`config.mk`:
```
export PLATFORM = sky130hd
export DESIGN_NAME = exit_token_validator
export DESIGN_NICKNAME = d
export VERILOG_FILES = /design/src/rtl/exit_token_validator.sv
export SDC_FILE = /design/constraint.sdc
export NUM_CORES = 1
export LEC_CHECK = 0
export CORE_MARGIN = 10
export CORE_UTILIZATION = 54
export CTS_BUF_LIST = sky130_fd_sc_hd__clkbuf_4
export DETAILED_ROUTE_END_ITERATION = 10
export HOLD_SLACK_MARGIN = 0.03
export MAX_ROUTING_LAYER = met4
export PLACE_DENSITY = 0.87
export SETUP_SLACK_MARGIN = 0.02
export SYNTH_ARGS = -nofsm -noshare
export SYNTH_HDL_FRONTEND = slang
export SYNTH_SLANG_ARGS = --single-unit
```
`constraint.sdc`:
```
create_clock -name clk -period 3.8 [get_ports clk]
set_input_delay 0.76 -clock clk [delete_from_list [all_inputs] [get_ports clk]]
set_output_delay 0.76 -clock clk [all_outputs]
set_load 0.05 [all_outputs]
```
`src/rtl/exit_token_validator.sv`:
```
// rtl/exit_token_validator.sv - exit-side token table, lookup FSM, gate and lockout timers
// Optional fee tracking via PARK_FEE_EN (per-slot elapsed counters; fee held 0 when undefined).
module exit_token_validator #(
    parameter int SLOTS        = 8,
    parameter int TOKEN_W      = 5,
    parameter int FEE_W        = 8,
    parameter int GATE_TICKS   = 3,
    parameter int MAX_ATTEMPTS = 3,
    parameter int LOCK_TICKS   = 10
) (
    input  logic                       clk,
    input  logic                       reset,
    input  logic                       tick,
    input  logic                       issue_valid,
    input  logic [TOKEN_W-1:0]         issue_token,
    output logic                       issue_ready,
    input  logic                       exit_sensor,
    input  logic                       exit_btn,
    input  logic [TOKEN_W-1:0]         token_input,
    output logic                       busy,
    output logic                       result_valid,
    output logic                       result_ok,
    output logic [FEE_W-1:0]           fee,
    output logic                       gate_open,
    output logic                       lockout,
    output logic [$clog2(SLOTS+1)-1:0] occupancy
);
    localparam int IW = $clog2(SLOTS);
    localparam int OW = $clog2(SLOTS+1);
    localparam int AW = $clog2(MAX_ATTEMPTS+1);
    localparam int TW = $clog2(GATE_TICKS+LOCK_TICKS+1);

    localparam logic [2:0] S_IDLE = 3'd0;
    localparam logic [2:0] S_SCAN = 3'd1;
    localparam logic [2:0] S_OPEN = 3'd2;
    localparam logic [2:0] S_DENY = 3'd3;
    localparam logic [2:0] S_LOCK = 3'd4;

    logic [SLOTS-1:0]   r_valid;
    logic [TOKEN_W-1:0] r_tok [SLOTS];
    logic [2:0]         r_state;
    logic [IW-1:0]      r_idx;
    logic [TOKEN_W-1:0] r_cap;
    logic               r_btn_prev;
    logic [AW-1:0]      r_attempts;
    logic [TW-1:0]      r_timer;
    logic               r_result_valid;
    logic               r_result_ok;
    logic [FEE_W-1:0]   r_fee;

    logic [OW-1:0]      w_occ;
    logic               w_dup;
    logic [IW-1:0]      w_free_idx;
    logic               w_accept;
    logic               w_hit;
    logic               w_last;
    logic [FEE_W-1:0]   w_fee_hit;

    always_comb begin
        w_occ      = '0;
        w_dup      = 1'b0;
        w_free_idx = '0;
        for (int i = SLOTS-1; i >= 0; i--) begin
            w_occ = w_occ + OW'(r_valid[i]);
            if (r_valid[i] && r_tok[i] == issue_token) w_dup = 1'b1;
            if (!r_valid[i]) w_free_idx = IW'(i);
        end
    end

    assign issue_ready = (w_occ != OW'(SLOTS));
    // A duplicate is accepted on the handshake but never occupies a second slot.
    assign w_accept    = issue_valid && issue_ready && !w_dup;
    assign w_hit       = (r_state == S_SCAN) && r_valid[r_idx] && (r_tok[r_idx] == r_cap);
    assign w_last      = (r_idx == IW'(SLOTS-1));

    always_ff @(posedge clk) begin
        if (reset) begin
            r_valid <= '0;
        end else begin
            if (w_accept) begin
                r_valid[w_free_idx] <= 1'b1;
                r_tok[w_free_idx]   <= issue_token;
            end
            if (w_hit) r_valid[r_idx] <= 1'b0;
        end
    end

`ifdef PARK_FEE_EN
    logic [FEE_W-1:0] r_elapsed [SLOTS];

    always_ff @(posedge clk) begin
        for (int i = 0; i < SLOTS; i++) begin
            if (reset) begin
                r_elapsed[i] <= '0;
            end else if (w_accept && w_free_idx == IW'(i)) begin
                r_elapsed[i] <= '0;
            end else if (tick && r_valid[i] && r_elapsed[i] != '1) begin
                r_elapsed[i] <= r_elapsed[i] + 1'b1;
            end
        end
    end

    assign w_fee_hit = (r_elapsed[r_idx] == '0) ? FEE_W'(1) : r_elapsed[r_idx];
`else
    assign w_fee_hit = '0;
`endif

    always_ff @(posedge clk) begin
        if (reset) begin
            r_state        <= S_IDLE;
            r_idx          <= '0;
            r_cap          <= '0;
            r_btn_prev     <= 1'b0;
            r_attempts     <= '0;
            r_timer        <= '0;
            r_result_valid <= 1'b0;
            r_result_ok    <= 1'b0;
            r_fee          <= '0;
        end else begin
            r_btn_prev     <= exit_btn;
            r_result_valid <= 1'b0;
            case (r_state)
                S_IDLE: begin
                    if (exit_btn && !r_btn_prev && exit_sensor) begin
                        r_cap   <= token_input;
                        r_idx   <= '0;
                        r_state <= S_SCAN;
                    end
                end
                S_SCAN: begin
                    if (w_hit) begin
                        r_fee          <= w_fee_hit;
                        r_result_ok    <= 1'b1;
                        r_result_valid <= 1'b1;
                        r_attempts     <= '0;
                        r_timer        <= '0;
                        r_state        <= S_OPEN;
                    end else if (w_last) begin
                        r_result_ok    <= 1'b0;
                        r_result_valid <= 1'b1;
                        r_timer        <= '0;
                        if (r_attempts == AW'(MAX_ATTEMPTS-1)) begin
                            r_attempts <= '0;
                            r_state    <= S_LOCK;
                        end else begin
                            r_attempts <= r_attempts + 1'b1;
                            r_state    <= S_DENY;
                        end
                    end else begin
                        r_idx <= r_idx + 1'b1;
                    end
                end
                S_OPEN: begin
                    if (tick) begin
                        if (r_timer == TW'(GATE_TICKS-1)) begin
                            r_timer <= '0;
                            r_state <= S_IDLE;
                        end else begin
                            r_timer <= r_timer + 1'b1;
                        end
                    end
                end
                S_DENY: r_state <= S_IDLE;
                S_LOCK: begin
                    if (tick) begin
                        if (r_timer == TW'(LOCK_TICKS-1)) begin
                            r_timer <= '0;
                            r_state <= S_IDLE;
                        end else begin
                            r_timer <= r_timer + 1'b1;
                        end
                    end
                end
                default: r_state <= S_IDLE;
            endcase
        end
    end

    assign busy         = (r_state != S_IDLE);
    assign result_valid = r_result_valid;
    assign result_ok    = r_result_ok;
    assign fee          = r_fee;
    assign gate_open    = (r_state == S_OPEN);
    assign lockout      = (r_state == S_LOCK);
    assign occupancy    = w_occ;
endmodule

```
==> metrics.cfg <==
[synthesis]
synth_compound_area_share_pct = 9.31
synth.area.top_cells = edfxtp_1 (31%), dfxtp_1 (16%), mux4_2 (6.9%)
synth_edf_count = 40
synthAdderAreaFrac_pct = 3.63
synthCells = 354
synthMuxAreaShare_pct = 9.69
synth_cell_types = 58
yosysWarnings = 0
ys_seq_area_share_pct = 46.4
synth-seq-cells = 71
yosys.area_share.xor_xnor_pct = 10.3
yosysTopAreaCellShare_pct = 30.6
yosys.area_share.simple_pct = 14.6
syn_area_per_cell_um2 = 11.1
syn_area_um2 = 3930
yosys.area.top_type = edfxtp_1
async_flop_share_pct = 0
synth_top_family_by_area = simple AND/OR/NAND/NOR gates
synth-main-ff-cell = edfxtp_1

[setup_path]
required_ns = 3.04
cp_top_family = adder cells
max_stage_delay_ns = 0.54
path_cells = fa_1, inv_1, fa_1, fa_1, inv_2, ha_4, inv_2, fa_2, clkinvlp_4, or4b_4, buf_8
critPathMaxFanout = 2
crit_top_cell = fa_1
slowest_stage = fa_2
arrival_ns = 3.81
end_kind = primary output
path_buf_inv = 5
crit_path_start_kind = flop
critical_path_class = flop to primary output

[sta]
fin_crit_ns = 4.57
fin_crit_sh_pct = 120
slew_headroom_pct = 52.0
fin_ws_ns = -0.770
worst_pin_slew_ns = 0.715
fmax_mhz = 219
finalMaxSlewViolations = 0
setup_viol = 52
skew_ns = 0.0153
whs_ns = 0.503
hold_viol = 0
rsz0062_at_grt = yes

[clock_network]
cts_root_buf = clkbuf_4
htreeDepth = 3
cts_tree = done
cts_sinks = 71
clockBufferDepth = 2
cts.clk_slew.worst_paths_ns = 0.11
cts_made_buffers = 9
clk_latency_ns = 0.42

[global_route]
antenna_found_initial = 0
grt_pass1_vias = 2985
grt_usage_pct = 16.4
grt_max_degree = 21
overflow = 0
grt_pass1_wl_mm = 14.4

[die]
core_um2 = 7180
rows = 31
die_h_um = 105
die_w_um = 105
dieArea_um2 = 11100
ioPinCount = 34
initial_utilization_pct = 54.7

[drt]
drc = 0
via_count = 2932
wl_per_cell_um = 17.7
drtIter0Drc = 231
ant_nets = 0
via_per_inst = 5.86
drt-pass1-iter-count = 4
wirelength_mm = 8.84

[finish]
fin_cells = 500
drive_above_1_share_pct = 22.7
nNetsFinal = 421
area_delta_synth_final_pct = 20.0
diodes = 0

[min_path]
hold_path.class = flop to flop

[power_and_ir_drop]
total_leakage_power_nw = 1.62
ir_worst_vdd_mv = 0.233
powerDensity_nw_per_um2 = 308

[place]
gp_congestion = 0.916
place_inst = 482
hpwl_mm = 6.59
port_buffers = 25

[status]
violations = negative setup slack
status = finished, violations left

[run]
max_cap_viol_count = 0

Yosys cell counts, types with 8 or more instances:
master / number
dfxtp_1: 31
xnor2_1: 22
buf_4: 13
a21oi_1: 10
xor2_1: 24
edfxtp_1: 40
o21ai_0: 8
nor2_1: 25
clkbuf_1: 10
inv_1: 16
mux4_2: 12
nor3_1: 10
nand2_1: 22
mux2i_1: 11
report_power, final:
part           leakage (nW)  internal [mW]  switching (mW)
logic                 0.944         0.0899           0.119
registers             0.613          0.822          0.0108
clock network        0.0661          0.135           0.276
path summary, 6_finish.rpt:
check | start | to | slack, ns | cells past startpoint
setup / recovery | r_valid[0]$_SDFF_PP0_ | issue_ready | -0.77 | 11
hold reg to reg | result_ok$_SDFFE_PP0P_ | result_ok$_SDFFE_PP0P_ | 0.50 | 2
hold / removal | result_ok$_SDFFE_PP0P_ | result_ok$_SDFFE_PP0P_ | 0.50 | 2
setup reg to reg | r_valid[0]$_SDFF_PP0_ | r_tok[0][0]$_DFFE_PP_ | -0.39 | 14
kinds of logic (layout without fill, tap and decap cells):
kind of cell / after synthesis / in the layout
buffers and inverters: 45 / 85
DFF: 71 / 71
xor gates and xnor gates: 46 / 46
and+or+nand+nor: 106 / 106
other: 1 / 8
muxes: 23 / 23
adders and majority gates: 9 / 9
AOI/OAI and AO/OA: 53 / 53
sequential cells by signal, summed over array words and instances, names as in the netlist, named ones only:
| signal | flops |
|---|---|
| r_state | 3 |
| r_tok | 40 |
| r_valid | 8 |
| r_attempts | 2 |
| result_ok | 1 |
| result_valid | 1 |
| r_timer | 4 |
| r_btn_prev | 1 |
| r_idx | 3 |
| r_cap | 5 |
tightest hold or removal path, cell delays in order, from the launching register on:
cell and delay, ns:
dfxtp_1 0.35, a21oi_1 0.06, nor2_1 0.07
cell usage in the layout, fill, tap and decap left out, drive strengths merged, types with 7 or more instances in the layout:
cell / Yosys / final
a21oi: 10 / 10
buf: 18 / 32
clkbuf: 10 / 9
clkdlybuf4s50: 0 / 20
conb: 1 / 8
dfxtp: 31 / 31
edfxtp: 40 / 40
inv: 16 / 16
mux2i: 11 / 11
mux4: 12 / 12
nand2: 23 / 23
nor2: 26 / 26
nor3: 11 / 11
nor4: 7 / 7
o21ai: 9 / 9
xnor2: 22 / 22
xor2: 24 / 24
metal layers:
metal | share of wire [%] | routed length (µm) | GRT usage, % | vias to the layer above
li1 | - | - | - | 1365
met1 | 42 | 3700 | 19.3 | 1431
met2 | 49 | 4370 | 26.0 | 119
met3 | 6.9 | 609 | 4.69 | 17
met4 | 1.8 | 161 | 6.76 | 0
met5 | 0 | 0 | - | -
timing repair:
item                       4_1_cts  5_1_grt
resized for setup               17        2
buffers inserted                 3        3
setup endpoints to repair       52       52
pin swaps                        7        4
hold buffers                     0        0
cell type report:
| type | instances | area, µm² |
|---|---|---|
| clock buffer | 9 | 67.6 |
| sequential | 71 | 1820 |
| fill | 559 | 2470 |
| inverter | 17 | 67.6 |
| multi-input combinational | 245 | 2030 |
| clock inverter | 7 | 48.8 |
| timing repair buffer | 52 | 546 |
| tap | 99 | 124 |
per-stage QoR:
step,instance area [µm²],TNS (ns),util [%],setup WS (ns),power (mW)
after floorplan,4070,-26.01,-,-0.565,0.985
after detailed placement,4520,-18.93,62.9,-0.449,1.05
after CTS,4710,-20.45,65.6,-0.792,1.46
after global routing,4710,-22.38,65.6,-0.879,1.51
after global placement,4520,-14.59,62.9,-0.382,1.04
final,4710,-15.73,65.6,-0.770,1.45
No activity file was read; power rests on OpenSTA's default activity.
